File: config.mk
export PLATFORM = sky130hd
export DESIGN_NAME = demux_14_buf
export DESIGN_NICKNAME = d
export VERILOG_FILES = /design/src/rtl/demux_14_buf.sv
export SDC_FILE = /design/constraint.sdc
export NUM_CORES = 1
export LEC_CHECK = 0
export BUFFER_PORTS_ARGS = -buffer_cell sky130_fd_sc_hd__buf_2
export CORE_MARGIN = 4
export CORE_UTILIZATION = 54
export DETAILED_ROUTE_END_ITERATION = 16
export GPL_ROUTABILITY_DRIVEN = 0
export PLACE_DENSITY_LB_ADDON = 0.15
export SYNTH_ARGS = -nofsm -noshare
export SYNTH_HDL_FRONTEND = slang
export SYNTH_SLANG_ARGS = --single-unit
File: constraint.sdc
create_clock -name clk -period 2.1 [get_ports clk]
set_clock_uncertainty 0.2 [all_clocks]
set_input_delay 0.42 -clock clk [delete_from_list [all_inputs] [get_ports clk]]
set_output_delay 0.42 -clock clk [all_outputs]
set_load 0.01 [all_outputs]
File: src/rtl/demux_14_buf.sv
// Buffered 1-to-4 demultiplexer: steers a valid/ready word stream into four
// independent 2-entry FIFOs, each with its own handshake and delivered-word counter.
module demux_14_buf #(
    parameter int W  = 1,
    parameter int CW = 8
) (
    input  logic              clk,
    input  logic              rst_n,
    input  logic              in_valid,
    output logic              in_ready,
    input  logic [W-1:0]      in_data,
    input  logic [1:0]        sel,
    output logic [3:0]        out_valid,
    input  logic [3:0]        out_ready,
    output logic [4*W-1:0]    out_data,
    output logic [4*CW-1:0]   out_count
);

    localparam logic [1:0] DEPTH = 2'd2;

    logic [1:0]    occ  [4];
    logic          wptr [4];
    logic          rptr [4];
    logic [CW-1:0] cnt  [4];
    logic [W-1:0]  mem  [4][2];

    logic [3:0]    push;
    logic [3:0]    pop;

    // Occupancy moves by +1 on push only, -1 on pop only, and holds otherwise.
    function automatic logic [1:0] occ_next(input logic [1:0] cur,
                                            input logic       wr,
                                            input logic       rd);
        logic [1:0] nxt;
        nxt = cur;
        if (wr && !rd)
            nxt = cur + 2'd1;
        else if (rd && !wr)
            nxt = cur - 2'd1;
        return nxt;
    endfunction

    // in_ready looks only at registered occupancy, never at out_ready.
    assign in_ready = (occ[sel] != DEPTH);

    always_comb begin
        push = 4'b0000;
        if (in_valid && in_ready)
            push[sel] = 1'b1;
    end

    always_comb begin
        pop       = 4'b0000;
        out_valid = 4'b0000;
        out_data  = '0;
        out_count = '0;
        for (int k = 0; k < 4; k++) begin
            out_valid[k]           = (occ[k] != 2'd0);
            pop[k]                 = out_valid[k] && out_ready[k];
            out_data[k*W +: W]     = out_valid[k] ? mem[k][rptr[k]] : '0;
            out_count[k*CW +: CW]  = cnt[k];
        end
    end

    // Control state: pointers, occupancy and counters, cleared asynchronously.
    always_ff @(posedge clk or negedge rst_n) begin
        if (!rst_n) begin
            for (int k = 0; k < 4; k++) begin
                occ[k]  <= 2'd0;
                wptr[k] <= 1'b0;
                rptr[k] <= 1'b0;
                cnt[k]  <= '0;
            end
        end else begin
            for (int k = 0; k < 4; k++) begin
                occ[k] <= occ_next(occ[k], push[k], pop[k]);
                if (push[k])
                    wptr[k] <= ~wptr[k];
                if (pop[k]) begin
                    rptr[k] <= ~rptr[k];
                    cnt[k]  <= cnt[k] + 1'b1;
                end
            end
        end
    end

    // Storage needs no reset: out_data is masked while a channel is empty.
    always_ff @(posedge clk) begin
        for (int k = 0; k < 4; k++) begin
            if (push[k])
                mem[k][wptr[k]] <= in_data;
        end
    end

endmodule

# After elaboration in Yosys (flattened, before gate mapping)

Memories as Yosys holds them, arrays and structs flattened.
Cells that the tools add are included.

Bits in registers: 48
Bits in writable memories: 8
Input bits: 10
Memories: 1

Memory list:

| memory | words | bits a word | read ports | clocked after memory_dff | write ports | RTL line | RTL |
|---|---|---|---|---|---|---|---|
| mem    | 4     | 2           | 4          | 0                        | 1           | 25       | `logic [W-1:0] mem [4][2];` |

Add/subtract/negate cells: 12
$lt $le $gt $ge: 15
Equality and inequality tests: 1
Muxes and demuxes: 55
Bitwise gates (word level): 17
Reductions and logical operators: 37

Operator list:

| cell                                                       | number |
|---|---|
| two-way mux 2 bit                                          | 23 |
| adder 8 x 1 -> 8 bit, second input constant                | 4 |
| two-way mux 1 bit                                          | 25 |
| logical AND 1 bit                                          | 18 |
| >= comparator 2 bit, second input constant                 | 8 |
| inverter 1 -> 2 bit                                        | 8 |
| nonzero test 2 bit                                         | 8 |
| adder 2 x 1 -> 2 bit, second input constant                | 4 |
| zero test 1 bit                                            | 8 |
| less-than comparator 2 x 1 -> 1 bit, second input constant | 4 |
| inverter 1 bit                                             | 8 |
| subtractor 2 x 1 -> 2 bit, second input constant           | 4 |
| OR reduction 2 bit                                         | 3 |
| binary-select mux 2 bit (select 2 bit)                     | 1 |
| demux 1 bit (select 1 bit)                                 | 4 |
| two-way mux 4 bit                                          | 1 |
| >= comparator 3 bit, second input constant                 | 1 |
| less-than comparator 2 x 3 -> 1 bit, second input constant | 1 |
| inverter 2 -> 3 bit                                        | 1 |
| demux 1 bit (select 2 bit)                                 | 1 |
| >= comparator 2 x 1 -> 1 bit, second input constant        | 1 |
| != test 2 bit, second input constant                       | 1 |

# Depth between registers and ports, before layout

Gate-level depths: netlist of run 1.

Depth in word-level cells: 13
Depth in mapped cells: 6
Depth with buffers taken out: 6

# Worst setup path before layout of run 1

No wires, ideal clock.

Kind: register to output
From: reg occ[2] in the netlist's numbering
To: out in_ready
Data arrival time: 1.121 ns
Setup slack: 0.359 ns
Stages on the path, launching flop included: 3
Cells stage by stage: dfrtp_1 -> or2b_1 -> mux4_2

Word-level cells in the longest chain between the ends: 4

Ends and longest elaborated chain:

| item                                                 | RTL line | RTL |
|---|---|---|
| start: declaration                                   | 21       | `logic [1:0] occ [4];` |
| start signal: indexed assignment                     | 76       | `occ[k] <= occ_next(occ[k], push[k], pop[k]);` |
| binary-select mux 2 bit (select 2 bit)               | 44       | `assign in_ready = (occ[sel] != DEPTH);` |
| two-way mux 2 bit (not written as such) (2 in a row) | 44       |  |
| != test 2 bit                                        | 44       |  |
| end: declaration                                     | 10       | `output logic in_ready,` |

No other way between the ends. The select of a mux whose other input is x is not followed.

# Final worst setup path of run 1

Ends and elaborated chain as after synthesis.

==> impl_metrics.toml, run 1 <==
[critical_path]
cpPeakStageDelay_ns = 0.47
crit_path_cell_trace = "or2b_1 > mux4_2 > buf_6"
worst_setup_path_end_kind = "output port"
critPathKind = "reg2out"
r2r_end = "occ[3]"
r2r-start = "occ[2]"
cp_max_fo = 2
cp_data_required_time_ns = 1.48
arrival_ns = 1.51
worstSetupStartpointType = "flop"
critPathSlowestCell = "mux4_2"
worstRegToRegCells = 8
timing.reg2reg.setup_slack_ns = 0.23

[floorplan]
design.die.area_um2 = 5980
die_w_um = 77.3
fp.coreArea_um2 = 4500
rows = 24
initial_utilization = 0.576
ios = 51
dieHeight_um = 77.3

[power_and_ir_drop]
p_total_mw = 4.26
p_int_mw = 2.58
p_sw_frac = 0.393
comb_power_share = 0.404
p_leak_nw = 1.49
clock_power_share = 0.139
p_per_area_nw_per_um2 = 1380
ir_drop_mv = 0.730
pwr-share-seq = 0.457
power_switching_mw = 1.68

[hold_path]
holdPathEnd = "mem[3][0]"
min_from = "in_data"
hold-path-cell-count = 1
holdCritPathClass = "in2reg"

[finish]
area_delta_synth_final_pct = 18.9
drive_gt1_frac = 0.314
seq_area_um2 = 1440
multi_input_comb_area_um2 = 1110
utilization = 0.686
nets = 294
nFillCells = 339
fin_cells = 329
antenna_cells = 0

[routing]
first_pass_iters = 4
via_per_inst = 5.14
drt_iter0_markers = 62
vias = 1691
wl_per_cell_um = 13.7
ant_nets = 0
drc = 0
routed_wl_mm = 4.50

[sta]
relSlewSlack = 0.814
holdWs_ns = 0.196
setup_violations = 1
finalCriticalPeriod_ns = 2.13
final-hold-violation-count = 0
tightest_slew_ns = 0.276
setup_tns_ns = -0.0347
worst_slack_ns = -0.0347
drv_slew = 0
rsz0062_at_grt = "yes"
fmax_mhz = 468
post-route-period-util = 1.02

[global_route]
grtUsageTotal = 0.162
grt_max_degree = 49
overflow = 0
grt_pass1_wl_mm = 7.89
antenna_found_initial = 0
grt_pass1_vias = 1644

[synthesis]
synth_cell_type_count = 26
syn_avg_cell_area_um2 = 12.3
synth_area_um2 = 2600
synthArstFlopShare = 0.857
ys.flop_type = "dfrtp_1"
synth_nets = 229
ys_seq_elements = 56
synth-edff-count = 8
netlist_instances = 211
yosysWarningCount = 0
yosysSeqAreaShare = 0.555

[clock_network]
cts_tree = "yes"
cts.sinks = 56
cts.path.max_buffers = 2
cts_max_level = 2
insertion_delay_ns = 0.31
cts_made_buffers = 5
clockRootBuffer = "clkbuf_8"
clkTransAtPathRegs_ns = 0.10

[place]
place_inst = 316
dpl.hpwl_mm = 3.15
port_buffers = 50

[run_status]
failed_checks = "setup timing"
outcome = "finished with violations"

[flow_run]
drv_cap = 0
==> through the flow <==
stage	setup WS, ns	cell area [um2]
2_1_floorplan	0.359	2600
3_3_place_gp	0.249	2950
3_5_place_dp	0.246	2950
4_1_cts	-0.0297	3070
5_1_grt	-0.0967	3090
6_report	-0.0347	3090
==> power by group through the flow <==
stage / clock network [mW] / registers (mW) / logic [mW]
2_1_floorplan: 0 / 2.05 / 0.944
3_3_place_gp: 0 / 1.97 / 1.58
3_5_place_dp: 0 / 1.99 / 1.61
4_1_cts: 0.610 / 1.94 / 1.71
5_1_grt: 0.655 / 2.02 / 1.91
6_report: 0.594 / 1.95 / 1.72
==> worst max-delay path: cells and delay by family, from the launching register on <==
family                 cells  cell delay [ns]
buffers and inverters      1             0.14
DFF                        1             0.39
muxes                      1             0.47
and+or+nand+nor            1             0.21
==> cell families after synthesis <==
family	after synthesis	share of synthesized area
AO/OA/AOI/OAI	4	0.0231
flip-flops	56	0.555
multiplexers	5	0.0241
AND/OR/NAND/NOR	82	0.182
buffers and inverters	8	0.0154
XOR/XNOR	48	0.162
adder cells (fa/ha/maj)	8	0.0386
==> per-layer routing <==
| metal | up-vias | part of all wire | track usage |
|---|---|---|---|
| met4 | 0 | 0.0056 | 0.0374 |
| met5 | - | 0 | 0 |
| met2 | 40 | 0.45 | 0.243 |
| met3 | 4 | 0.048 | 0.0324 |
| met1 | 805 | 0.50 | 0.245 |
| li1 | 842 | - | - |
==> repair_timing <==
action                                 CTS  global route
gates resized for setup                  2             1
setup endpoints to repair                1             1
buffers inserted                         3             1
endpoints found under the hold margin   48             0
hold buffers                             1             0
==> cell usage in the layout, fill, tap and decap left out, types with 5 or more instances in the layout <==
master     n
buf_2     49
dfrtp_1   46
xnor2_1   24
xor2_1    24
nand2_1   21
nor2_1    16
nand4_1   12
nor3_2     8
ha_1       8
edfxtp_1   8
buf_4      6
clkbuf_8   5
==> how the worst max path moves through the flow <==
stage,cells after the start,start,to,slack (ns)
2_1_floorplan,2,occ[2],in_ready,0.36
3_3_place_gp,3,occ[3],in_ready,0.25
3_5_place_dp,3,occ[3],in_ready,0.25
4_1_cts,3,occ[2],in_ready,-0.03
5_1_grt,3,occ[2],in_ready,-0.1
6_report,3,occ[2],in_ready,-0.03
==> registers in the layout, summed over array words and instances (netlist names) <==
register,count
out_count,32
rptr,4
wptr,4
occ,8
mem,8
==> area by class of cell <==
class                           instances  area share
Clock buffer                            5      0.0223
Clock inverter                          3     0.00770
Inverter                                8      0.0130
Multi-Input combinational cell        147       0.361
Sequential cell                        56       0.468
Tap cell                               52      0.0211
Timing Repair Buffer                   58       0.107
==> Yosys cell counts (3+ instances only) <==
| library cell | instances | area [um2] |
|---|---|---|
| and2_1 | 4 | 25.0 |
| and3_1 | 4 | 25.0 |
| dfrtp_1 | 48 | 1200 |
| edfxtp_1 | 8 | 240 |
| ha_1 | 8 | 100 |
| inv_1 | 4 | 15.0 |
| inv_4 | 4 | 25.0 |
| mux2i_1 | 4 | 40.0 |
| nand2_1 | 21 | 78.8 |
| nand2b_1 | 3 | 18.8 |
| nand3_1 | 4 | 20.0 |
| nand4_1 | 12 | 75.1 |
| nor2_1 | 16 | 60.1 |
| nor2b_1 | 3 | 18.8 |
| nor3_2 | 8 | 80.1 |
| o21a_4 | 4 | 60.1 |
| xnor2_1 | 24 | 210 |
| xor2_1 | 24 | 210 |
(Power assumes the default switching activity.)
==> run 2: changes to the inputs <==
--- a/config.mk
+++ b/config.mk
@@ -9,4 +9,5 @@
 export CORE_MARGIN = 4
 export CORE_UTILIZATION = 54
+export CTS_CLUSTER_DIAMETER = 80
 export DETAILED_ROUTE_END_ITERATION = 16
 export GPL_ROUTABILITY_DRIVEN = 0
==> constraint.sdc (replaced) <==
create_clock -name clk -period 2.1 [get_ports clk]
set_clock_uncertainty 0.2 [all_clocks]
set_input_delay 0.42 -clock clk [delete_from_list [all_inputs] [get_ports clk]]
set_output_delay 0.42 -clock clk [all_outputs]
set_load 0.05 [all_outputs]
==> run 2 against run 1 <==
The flow still finishes with violations (setup timing). Via count grew 0.18%. Clock-buffer cell count is the same. Critical path type unchanged. Largest power group is now combinational cells. Register-to-register slack gained 0.03 ns. Sequential power is essentially flat. Worst hold slack gained 0.016 ns.
==> impl_metrics.toml, run 2 (same netlist as run 1, synthesis figures left out) <==
[run_status]
outcome = "finished with violations"
failed_checks = "setup timing"

[global_route]
grt_max_degree = 31
grt_pass1_wl_mm = 7.69
overflow = 0
antenna_found_initial = 0
grtUsageTotal = 0.161
grt_pass1_vias = 1673

[floorplan]
design.die.area_um2 = 5980
ios = 51
rows = 24
fp.coreArea_um2 = 4500
die_w_um = 77.3
dieHeight_um = 77.3
initial_utilization = 0.576

[finish]
nets = 294
utilization = 0.685
area_delta_synth_final_pct = 18.8
antenna_cells = 0
drive_gt1_frac = 0.307
largest_register_ff_count = 32
layout_common_cells = "buf_2, dfrtp_1, xnor2_1, xor2_1, nand2_1"
layout_commonest_cell = "buf_2"

[clock_network]
clkTransAtPathRegs_ns = 0.11
cts_max_level = 2
cts.sinks = 56
clockRootBuffer = "clkbuf_8"
cts_made_buffers = 5
insertion_delay_ns = 0.31
cts.path.max_buffers = 2
cts_tree = "yes"

[routing]
via_per_inst = 5.15
wl_per_cell_um = 13.2
first_pass_iters = 4
drc = 0
drt_iter0_markers = 42
ant_nets = 0
routed_wl_mm = 4.36
vias = 1694

[critical_path]
cp_max_fo = 2
crit_path_cell_trace = "or2b_1 > mux4_2 > buf_6"
worstRegToRegCells = 8
critPathKind = "reg2out"
critPathLaunch = "occ[2]"
cp_data_required_time_ns = 1.48
r2r-start = "occ[2]"
worst_setup_path_end_kind = "output port"
cpPeakStageDelay_ns = 0.47
critPathSlowestCell = "mux4_2"
worstSetupStartpointType = "flop"
arrival_ns = 1.55

[place]
dpl.hpwl_mm = 3.22
port_buffers = 50

[sta]
drv_slew = 0
post-route-period-util = 1.03
final-hold-violation-count = 0
relSlewSlack = 0.696
fmax_mhz = 462
tightest_slew_ns = 0.455
rsz0062_at_grt = "yes"
finalCriticalPeriod_ns = 2.17
worst_slack_ns = -0.0663
setup_violations = 1
holdWs_ns = 0.212

[power_and_ir_drop]
p_leak_nw = 1.49
ir_drop_mv = 0.900
p_per_area_nw_per_um2 = 1680

[hold_path]
holdCritPathClass = "in2reg"
min_from = "in_data"
hold-path-cell-count = 1

[flow_run]
drv_cap = 0
==> run 2: metal layers <==
layer | share of wire | global-route usage | vias to the layer above
li1 | - | - | 844
met1 | 0.50 | 0.232 | 804
met2 | 0.44 | 0.244 | 40
met3 | 0.049 | 0.0370 | 6
met4 | 0.012 | 0.0480 | 0
met5 | 0 | 0 | -
==> run 2: worst paths after layout <==
kind	end	slack (ns)
max	in_ready	-0.07
min	mem[3][1]	0.21
max reg2reg	occ[3]	0.26
min reg2reg	out_count[23]	0.27
max in group asynchronous	out_count[3]	0.80
min in group asynchronous	occ[2]	0.39
==> run 2: layout make-up <==
| class | instances | area (um2) |
|---|---|---|
| Sequential cell | 56 | 1440 |
| Fill cell | 361 | 1420 |
| Multi-Input combinational cell | 147 | 1110 |
| Timing Repair Buffer | 58 | 332 |
| Clock buffer | 5 | 68.8 |
| Tap cell | 52 | 65.1 |
| Inverter | 8 | 40.0 |
| Clock inverter | 3 | 23.8 |
==> run 2: stage by stage <==
stage	TNS, ns	cell area (um2)	std cells	total power [mW]	setup WS, ns
5_1_grt	-0.114	3090	329	5.51	-0.114
3_3_place_gp	0	2970	319	4.56	0.208
3_5_place_dp	0	2970	319	4.61	0.223
4_1_cts	-0.0704	3080	328	5.23	-0.0704
2_1_floorplan	0	2600	211	3.94	0.230
6_report	-0.0663	3090	329	5.19	-0.0663
==> run 2: critical path: cells and delay by family (launching register included) <==
kind                   cells  cell delay, ns
buffers and inverters      1            0.17
DFF                        1            0.39
muxes                      1            0.47
and+or+nand+nor            1            0.21
==> run 2: timing repair <==
action	4_1_cts	5_1_grt
cloned	0	0
endpoints found under the hold margin	18	0
resized for setup	2	0
setup endpoints to repair	1	1
buffers inserted	0	1
hold buffers	1	0
==> run 2: power by group <==
part           total (mW)  internal [mW]  switching [mW]
registers            1.93           1.51           0.418
clock network       0.591          0.237           0.355
logic                2.67          0.840            1.83
